$ cat src/rtl/mul_div_unit_pkg.sv
// Shared definitions for the RV32M multiply/divide unit: funct3 encodings, FSM states and
// operand signedness decode.
package mul_div_unit_pkg;

  typedef enum logic [2:0] {
    MD_MUL    = 3'd0,
    MD_MULH   = 3'd1,
    MD_MULHSU = 3'd2,
    MD_MULHU  = 3'd3,
    MD_DIV    = 3'd4,
    MD_DIVU   = 3'd5,
    MD_REM    = 3'd6,
    MD_REMU   = 3'd7
  } md_op_e;

  typedef enum logic [1:0] {
    StIdle = 2'd0,
    StCalc = 2'd1,
    StFix  = 2'd2
  } md_state_e;

  function automatic logic is_div(md_op_e op);
    return op inside {MD_DIV, MD_DIVU, MD_REM, MD_REMU};
  endfunction

  function automatic logic rs1_signed(md_op_e op);
    return op inside {MD_MUL, MD_MULH, MD_MULHSU, MD_DIV, MD_REM};
  endfunction

  function automatic logic rs2_signed(md_op_e op);
    return op inside {MD_MUL, MD_MULH, MD_DIV, MD_REM};
  endfunction

endpackage

$ cat src/rtl/mul_div_unit_if.sv
// Request/response bundle between the decode stage (master) and the mul/div unit (slave).
interface mul_div_unit_if #(
  parameter int unsigned DATA_WIDTH = 32
);
  logic                  start_i;
  logic [2:0]            op_i;
  logic [DATA_WIDTH-1:0] rs1_data_i;
  logic [DATA_WIDTH-1:0] rs2_data_i;
  logic                  busy_o;
  logic                  done_o;
  logic [DATA_WIDTH-1:0] result_o;

  modport master (
    output start_i, op_i, rs1_data_i, rs2_data_i,
    input  busy_o, done_o, result_o
  );

  modport slave (
    input  start_i, op_i, rs1_data_i, rs2_data_i,
    output busy_o, done_o, result_o
  );
endinterface

$ cat src/rtl/mul_div_unit_abs_value.sv
// Converts an operand to its magnitude; neg_o flags a negative signed input.
module mul_div_unit_abs_value #(
  parameter int unsigned DATA_WIDTH = 32
) (
  input  logic [DATA_WIDTH-1:0] value_i,
  input  logic                  signed_i,
  output logic [DATA_WIDTH-1:0] mag_o,
  output logic                  neg_o
);
  // The most negative value maps onto itself, which is its correct unsigned magnitude.
  assign neg_o = signed_i & value_i[DATA_WIDTH-1];
  assign mag_o = neg_o ? (~value_i + 1'b1) : value_i;
endmodule

$ cat src/rtl/mul_div_unit.sv
// Iterative RV32M multiply/divide unit: shift-add multiply, restoring divide, one bit per cycle,
// with a one-cycle fast path for the architecturally defined divide special cases.
module mul_div_unit
  import mul_div_unit_pkg::*;
#(
  parameter int unsigned DATA_WIDTH = 32
) (
  input logic          clk,
  input logic          reset,
  mul_div_unit_if.slave bus
);
  localparam int unsigned DW = DATA_WIDTH;
  localparam logic [5:0] LastIter = 6'(DATA_WIDTH - 1);
  localparam logic [DW-1:0] MinNeg = {1'b1, {(DW - 1){1'b0}}};

  md_state_e       state_q, state_d;
  md_op_e          op_q, op_d;
  logic [5:0]      cnt_q, cnt_d;
  logic [2*DW-1:0] acc_q, acc_d;
  logic [DW-1:0]   opb_q, opb_d;
  logic [DW-1:0]   result_q, result_d;
  logic            neg_res_q, neg_res_d;
  logic            neg_rem_q, neg_rem_d;
  logic            special_q, special_d;
  logic            busy_q, busy_d;
  logic            done_q, done_d;

  md_op_e        op_in;
  logic [DW-1:0] mag1, mag2;
  logic          neg1, neg2;

  assign op_in = md_op_e'(bus.op_i);

  mul_div_unit_abs_value #(.DATA_WIDTH(DW)) u_abs_rs1 (
    .value_i  (bus.rs1_data_i),
    .signed_i (rs1_signed(op_in)),
    .mag_o    (mag1),
    .neg_o    (neg1)
  );

  mul_div_unit_abs_value #(.DATA_WIDTH(DW)) u_abs_rs2 (
    .value_i  (bus.rs2_data_i),
    .signed_i (rs2_signed(op_in)),
    .mag_o    (mag2),
    .neg_o    (neg2)
  );

  // Special-case detection at acceptance
  logic          div_by_zero, div_ovf, special_in;
  logic [DW-1:0] special_val;

  always_comb begin
    div_by_zero = is_div(op_in) && (bus.rs2_data_i == '0);
    div_ovf     = (op_in == MD_DIV || op_in == MD_REM) &&
                  (bus.rs1_data_i == MinNeg) && (bus.rs2_data_i == '1);
    special_in  = div_by_zero || div_ovf;
    special_val = '0;
    if (div_by_zero) begin
      special_val = (op_in == MD_DIV || op_in == MD_DIVU) ? '1 : bus.rs1_data_i;
    end else if (div_ovf) begin
      special_val = (op_in == MD_DIV) ? MinNeg : '0;
    end
  end

  // Per-iteration datapath. Multiply keeps {partial product, multiplier}; divide keeps
  // {remainder, dividend/quotient}.
  logic [DW-1:0] mul_addend, div_diff;
  logic [DW:0]   mul_sum, div_tmp;
  logic          div_ge;

  always_comb begin
    mul_addend = acc_q[0] ? opb_q : '0;
    mul_sum    = {1'b0, acc_q[2*DW-1:DW]} + {1'b0, mul_addend};
    div_tmp    = acc_q[2*DW-1:DW-1];
    div_ge     = div_tmp >= {1'b0, opb_q};
    div_diff   = div_tmp[DW-1:0] - opb_q;
  end

  // Sign correction of the finished magnitude
  logic [2*DW-1:0] prod;
  logic [DW-1:0]   quo, rem, fix_result;

  always_comb begin
    prod = neg_res_q ? (~acc_q + 1'b1) : acc_q;
    quo  = neg_res_q ? (~acc_q[DW-1:0] + 1'b1) : acc_q[DW-1:0];
    rem  = neg_rem_q ? (~acc_q[2*DW-1:DW] + 1'b1) : acc_q[2*DW-1:DW];
    if (special_q) begin
      fix_result = acc_q[DW-1:0];
    end else begin
      unique case (op_q)
        MD_MUL:                        fix_result = prod[DW-1:0];
        MD_MULH, MD_MULHSU, MD_MULHU:  fix_result = prod[2*DW-1:DW];
        MD_DIV, MD_DIVU:               fix_result = quo;
        MD_REM, MD_REMU:               fix_result = rem;
        default:                       fix_result = '0;
      endcase
    end
  end

  always_comb begin
    state_d   = state_q;
    op_d      = op_q;
    cnt_d     = cnt_q;
    acc_d     = acc_q;
    opb_d     = opb_q;
    result_d  = result_q;
    neg_res_d = neg_res_q;
    neg_rem_d = neg_rem_q;
    special_d = special_q;
    busy_d    = busy_q;
    done_d    = 1'b0;

    unique case (state_q)
      StIdle: begin
        if (bus.start_i) begin
          op_d      = op_in;
          cnt_d     = '0;
          neg_res_d = neg1 ^ neg2;
          neg_rem_d = neg1;
          special_d = special_in;
          if (special_in) begin
            acc_d   = {{DW{1'b0}}, special_val};
            state_d = StFix;
          end else begin
            acc_d   = {{DW{1'b0}}, is_div(op_in) ? mag1 : mag2};
            opb_d   = is_div(op_in) ? mag2 : mag1;
            busy_d  = 1'b1;
            state_d = StCalc;
          end
        end
      end
      StCalc: begin
        cnt_d = cnt_q + 6'd1;
        if (is_div(op_q)) begin
          acc_d = div_ge ? {div_diff, acc_q[DW-2:0], 1'b1}
                         : {div_tmp[DW-1:0], acc_q[DW-2:0], 1'b0};
        end else begin
          acc_d = {mul_sum, acc_q[DW-1:1]};
        end
        if (cnt_q == LastIter) begin
          busy_d  = 1'b0;
          state_d = StFix;
        end
      end
      StFix: begin
        result_d = fix_result;
        done_d   = 1'b1;
        state_d  = StIdle;
      end
      default: state_d = StIdle;
    endcase
  end

  always_ff @(posedge clk or negedge reset) begin
    if (!reset) begin
      state_q   <= StIdle;
      op_q      <= MD_MUL;
      cnt_q     <= '0;
      acc_q     <= '0;
      opb_q     <= '0;
      result_q  <= '0;
      neg_res_q <= 1'b0;
      neg_rem_q <= 1'b0;
      special_q <= 1'b0;
      busy_q    <= 1'b0;
      done_q    <= 1'b0;
    end else begin
      state_q   <= state_d;
      op_q      <= op_d;
      cnt_q     <= cnt_d;
      acc_q     <= acc_d;
      opb_q     <= opb_d;
      result_q  <= result_d;
      neg_res_q <= neg_res_d;
      neg_rem_q <= neg_rem_d;
      special_q <= special_d;
      busy_q    <= busy_d;
      done_q    <= done_d;
    end
  end

  assign bus.busy_o   = busy_q;
  assign bus.done_o   = done_q;
  assign bus.result_o = result_q;

endmodule

$ cat src/flat_wrapper.sv
// flat-port wrapper written by rule: the top's interface ports become plain ports
module mul_div_unit_flat import mul_div_unit_pkg::*;
#(
  parameter int unsigned DATA_WIDTH = 32
)
  (clk, reset, bus_start_i, bus_op_i, bus_rs1_data_i, bus_rs2_data_i, bus_busy_o, bus_done_o, bus_result_o);
  mul_div_unit_if #(.DATA_WIDTH(DATA_WIDTH)) bus_i ();
  input logic clk;
  input logic reset;
  input wire logic [$bits(bus_i.start_i)-1:0] bus_start_i;
  input wire logic [$bits(bus_i.op_i)-1:0] bus_op_i;
  input wire logic [$bits(bus_i.rs1_data_i)-1:0] bus_rs1_data_i;
  input wire logic [$bits(bus_i.rs2_data_i)-1:0] bus_rs2_data_i;
  output wire logic [$bits(bus_i.busy_o)-1:0] bus_busy_o;
  output wire logic [$bits(bus_i.done_o)-1:0] bus_done_o;
  output wire logic [$bits(bus_i.result_o)-1:0] bus_result_o;
  assign bus_i.start_i = bus_start_i;
  assign bus_i.op_i = bus_op_i;
  assign bus_i.rs1_data_i = bus_rs1_data_i;
  assign bus_i.rs2_data_i = bus_rs2_data_i;
  assign bus_busy_o = bus_i.busy_o;
  assign bus_done_o = bus_i.done_o;
  assign bus_result_o = bus_i.result_o;
  mul_div_unit #(.DATA_WIDTH(DATA_WIDTH)) u_core (.clk(clk), .reset(reset), .bus(bus_i));
endmodule
$ cat config.mk
export PLATFORM = sky130hd
export DESIGN_NAME = mul_div_unit_flat
export DESIGN_NICKNAME = d
export VERILOG_FILES = /design/src/rtl/mul_div_unit_pkg.sv /design/src/rtl/mul_div_unit_if.sv /design/src/rtl/mul_div_unit_abs_value.sv /design/src/rtl/mul_div_unit.sv /design/src/flat_wrapper.sv
export SDC_FILE = /design/constraint.sdc
export NUM_CORES = 1
export LEC_CHECK = 0
export BUFFER_PORTS_ARGS = -buffer_cell sky130_fd_sc_hd__buf_2
export CORE_MARGIN = 2
export CORE_UTILIZATION = 57
export DETAILED_ROUTE_END_ITERATION = 12
export PLACE_DENSITY = 0.76
export SYNTH_ARGS = -nofsm -noshare
export SYNTH_HDL_FRONTEND = slang
export SYNTH_HIERARCHICAL = 1
export SYNTH_SLANG_ARGS = --single-unit
$ cat constraint.sdc
create_clock -name clk -period 3.6 [get_ports clk]
set_clock_uncertainty 0.1 [all_clocks]
set_input_delay 0.18 -clock clk [delete_from_list [all_inputs] [get_ports clk]]
set_output_delay 0.18 -clock clk [all_outputs]
set_load 0.005 [all_outputs]
==> flow_summary.ini <==
[outcome]
status = completed

[setup_path]
critPathLaunchType = register
cp_top_family = simple AND/OR/NAND/NOR gates
path_buf_inv = 1
cp_slowest_stage_delay_ns = 0.48
cp_data_required_time_ns = 3.86
critPathSlowestCell = or4_4
crit_arrival_ns = 3.75
critPathKind = register to register
r2r_start = u_core/acc_q[32]
crit_top_cell = or3_4
crit_path_cell_trace = buf_4 > or3_4 > or3_4 > or4_4 > nor4_4 > nor4b_4 > nand2_2 > a21o_1 > a311oi_2 > a21oi_1 > o21ai_1
worstPathMaxFanout = 8
startpoint = u_core/acc_q[32]
cp-end-kind = register

[logic_synthesis]
postSynthCellCount = 2057
synth-seq-cells = 144
synth-edff-count = 0
yosys_warnings = 6
synth_area_per_cell_sq_um = 7.501
synthesis.nets = 2198
syn_area_sq_um = 15430
ys.flop_type = dfrtp_1
ys_seq_area_frac = 0.2335
synth.distinct_cells = 85
synthArstFlopShare = 1.000

[global_route]
grt_pass1_wl_mm = 90.31
overflow = 0
grt_pass1_vias = 15460
antenna_found_initial = 0
grt_max_degree = 72
grt_usage = 0.4119

[clocking]
cts_root_buf = clkbuf_16
clock_latency_ns = 0.43
h-tree-depth = 4
clockBufferDepth = 2
cts_sinks = 144
clk_pin_slew_ns = 0.07
cts_buffers = 17
cts_tree = done

[timing]
fin_crit_ns = 3.492
maxSlewHeadroom = 0.3093
timing.fmax_mhz = 286.4
tns_ns = 0
drv_slew = 0
rsz0062_at_grt = false
tightest_slew_ns = 1.036
period_share = 0.9699
hold_viol = 0
setup_violations = 0

[cells_and_area]
diodes = 0
area_growth_syn_to_layout_pct = 12.94
final_cell_count_no_fill = 2510
utilization = 0.6502
drive_gt1_frac = 0.1485
fin_nets = 2297

[pwr]
power.total_w = 0.01851
leakage_nw = 7.573
peakVddDrop_mv = 0.5690
p_per_area_nw_per_um2 = 1062

[routing]
drcViolationCount = 0
first_iter_violations = 2247
wl_mm = 59.92
wire_per_inst_microns = 23.87
first_pass_iters = 7
drtAntennaViolNets = 0
vias = 17130
viasPerCell = 6.823

[place]
io_buffers = 103
place_hpwl_mm = 46.22
gp_congestion = 1.026
dp.cells = 2474

[die]
num_rows = 60
dieArea_sq_um = 28400
start_util = 0.5757
core_area_sq_um = 26800
fp.dieH_microns = 168.5
die_x_microns = 168.5
ios = 104

[worst_hold_path]
min_path_type = input pin to register
hp-start = bus_start_i

[job]
cap_violations = 0
## synth_stat cells, types with 28 or more instances
master	n	area (sq um)
a211oi_1	45	337.8
a21o_1	37	277.8
a21oi_1	191	955.9
a31oi_1	34	212.7
clkbuf_1	122	457.9
dfrtp_1	144	3603
ha_1	69	863.3
inv_1	70	262.8
mux2i_1	105	1051
nand2_1	148	555.5
nand3_1	28	140.1
nand4_1	29	181.4
nor2_1	256	960.9
nor3_1	82	410.4
o21ai_0	144	720.7
o22ai_1	44	275.3
xnor2_1	81	709.4
xor2_1	78	683.2
## flip-flops by register name, indices dropped and copies added, names as in the netlist, 2 cells and up
signal / flops
u_core/acc_q: 64
u_core/cnt_q: 6
u_core/state_q: 2
u_core/opb_q: 32
u_core/bus.result_o: 32
u_core/op_q: 3
## worst min-delay path, cell delays in order
cell	delay, ns
buf_2	0.11
nand2_1	0.08
nor3_2	0.08
a21oi_1	0.12
## worst paths after layout
| path | end | slack, ns | cells past startpoint |
|---|---|---|---|
| max | u_core/bus.result_o[29] | 0.11 | 11 |
| min | u_core/opb_q[15] | 0.08 | 4 |
| max reg2reg | u_core/bus.result_o[29] | 0.11 | 11 |
| min reg2reg | u_core/bus.result_o[21] | 0.38 | 2 |
| max in group asynchronous | u_core/opb_q[12] | 2.29 | 3 |
| min in group asynchronous | u_core/acc_q[57] | 0.24 | 2 |
## layout by cell type, fill, tap and decap left out, drive strengths merged, types with 8 or more instances in the layout
master,count
mux2i,105
a21o,37
or2,9
o221ai,10
o21ai,151
nor2b,14
nor2,256
o21a,8
a22o,8
and3,10
nor4,31
nor3,82
o31ai,25
dfrtp,144
or3,20
xnor2,81
nand2,150
o211ai,10
o41ai,8
nand3,28
a21oi,191
inv,77
ha,69
nand2b,9
clkbuf,19
or4,23
a31oi,34
buf,231
a211oi,45
nand4,29
o22ai,44
xor2,78
a22oi,23
## per-stage QoR
stage / setup WS, ns / area, sq um / hold slack, ns
3_5_place_dp: 0.09160 / 16750 / 0.1503
3_3_place_gp: 0.1275 / 16750 / 0.1477
2_1_floorplan: 0.06457 / 15430 / -0.2156
6_report: 0.1082 / 17430 / 0.07591
5_1_grt: 0.003767 / 17430 / 0.07653
4_1_cts: 0.07595 / 17360 / 0.06981
## timing repair
action | CTS | global route
gates resized for setup | 0 | 14
hold buffers | 3 | 0
hold endpoints to repair | 70 | 0
buffers inserted | 0 | 1
setup endpoints to repair | 0 | 28
## cell families (layout without fill, tap and decap cells)
group / count (synthesis) / count (layout) / share of synthesized area
fa+ha+maj: 71 / 71 / 0.05855
buf+inv: 229 / 341 / 0.06074
mux: 105 / 105 / 0.06812
xor+xnor: 159 / 159 / 0.09025
compound gates: 655 / 655 / 0.2662
simple gates: 694 / 694 / 0.2226
flops: 144 / 144 / 0.2335
## metal layers
layer  wire length [microns]  up-vias  GRT usage  part of all wire
li1                        -     7736          -                 -
met1                   24690     8094     0.5725              0.41
met3                    7335      184     0.1012              0.12
met2                   25140     1111     0.6153              0.42
met4                    2748        0     0.1664             0.046
met5                       0        -          0                 0
## where the power goes
part | switching (W) | leakage, nW | internal [W]
combinational | 0.00829 | 5.64 | 0.00516
clock | 0.000809 | 0.269 | 0.000999
sequential | 0.000850 | 1.66 | 0.00241
## final cells by class
type	instances	area (sq um)
multi-input cells	1684	10980
fillers	2453	9374
flip-flops and latches	144	3605
repair buffers	234	1553
clock buffers	19	452.9
well taps	341	426.7
inverters	75	281.5
clock inverters	13	125.1
(Power assumes the default switching activity.)
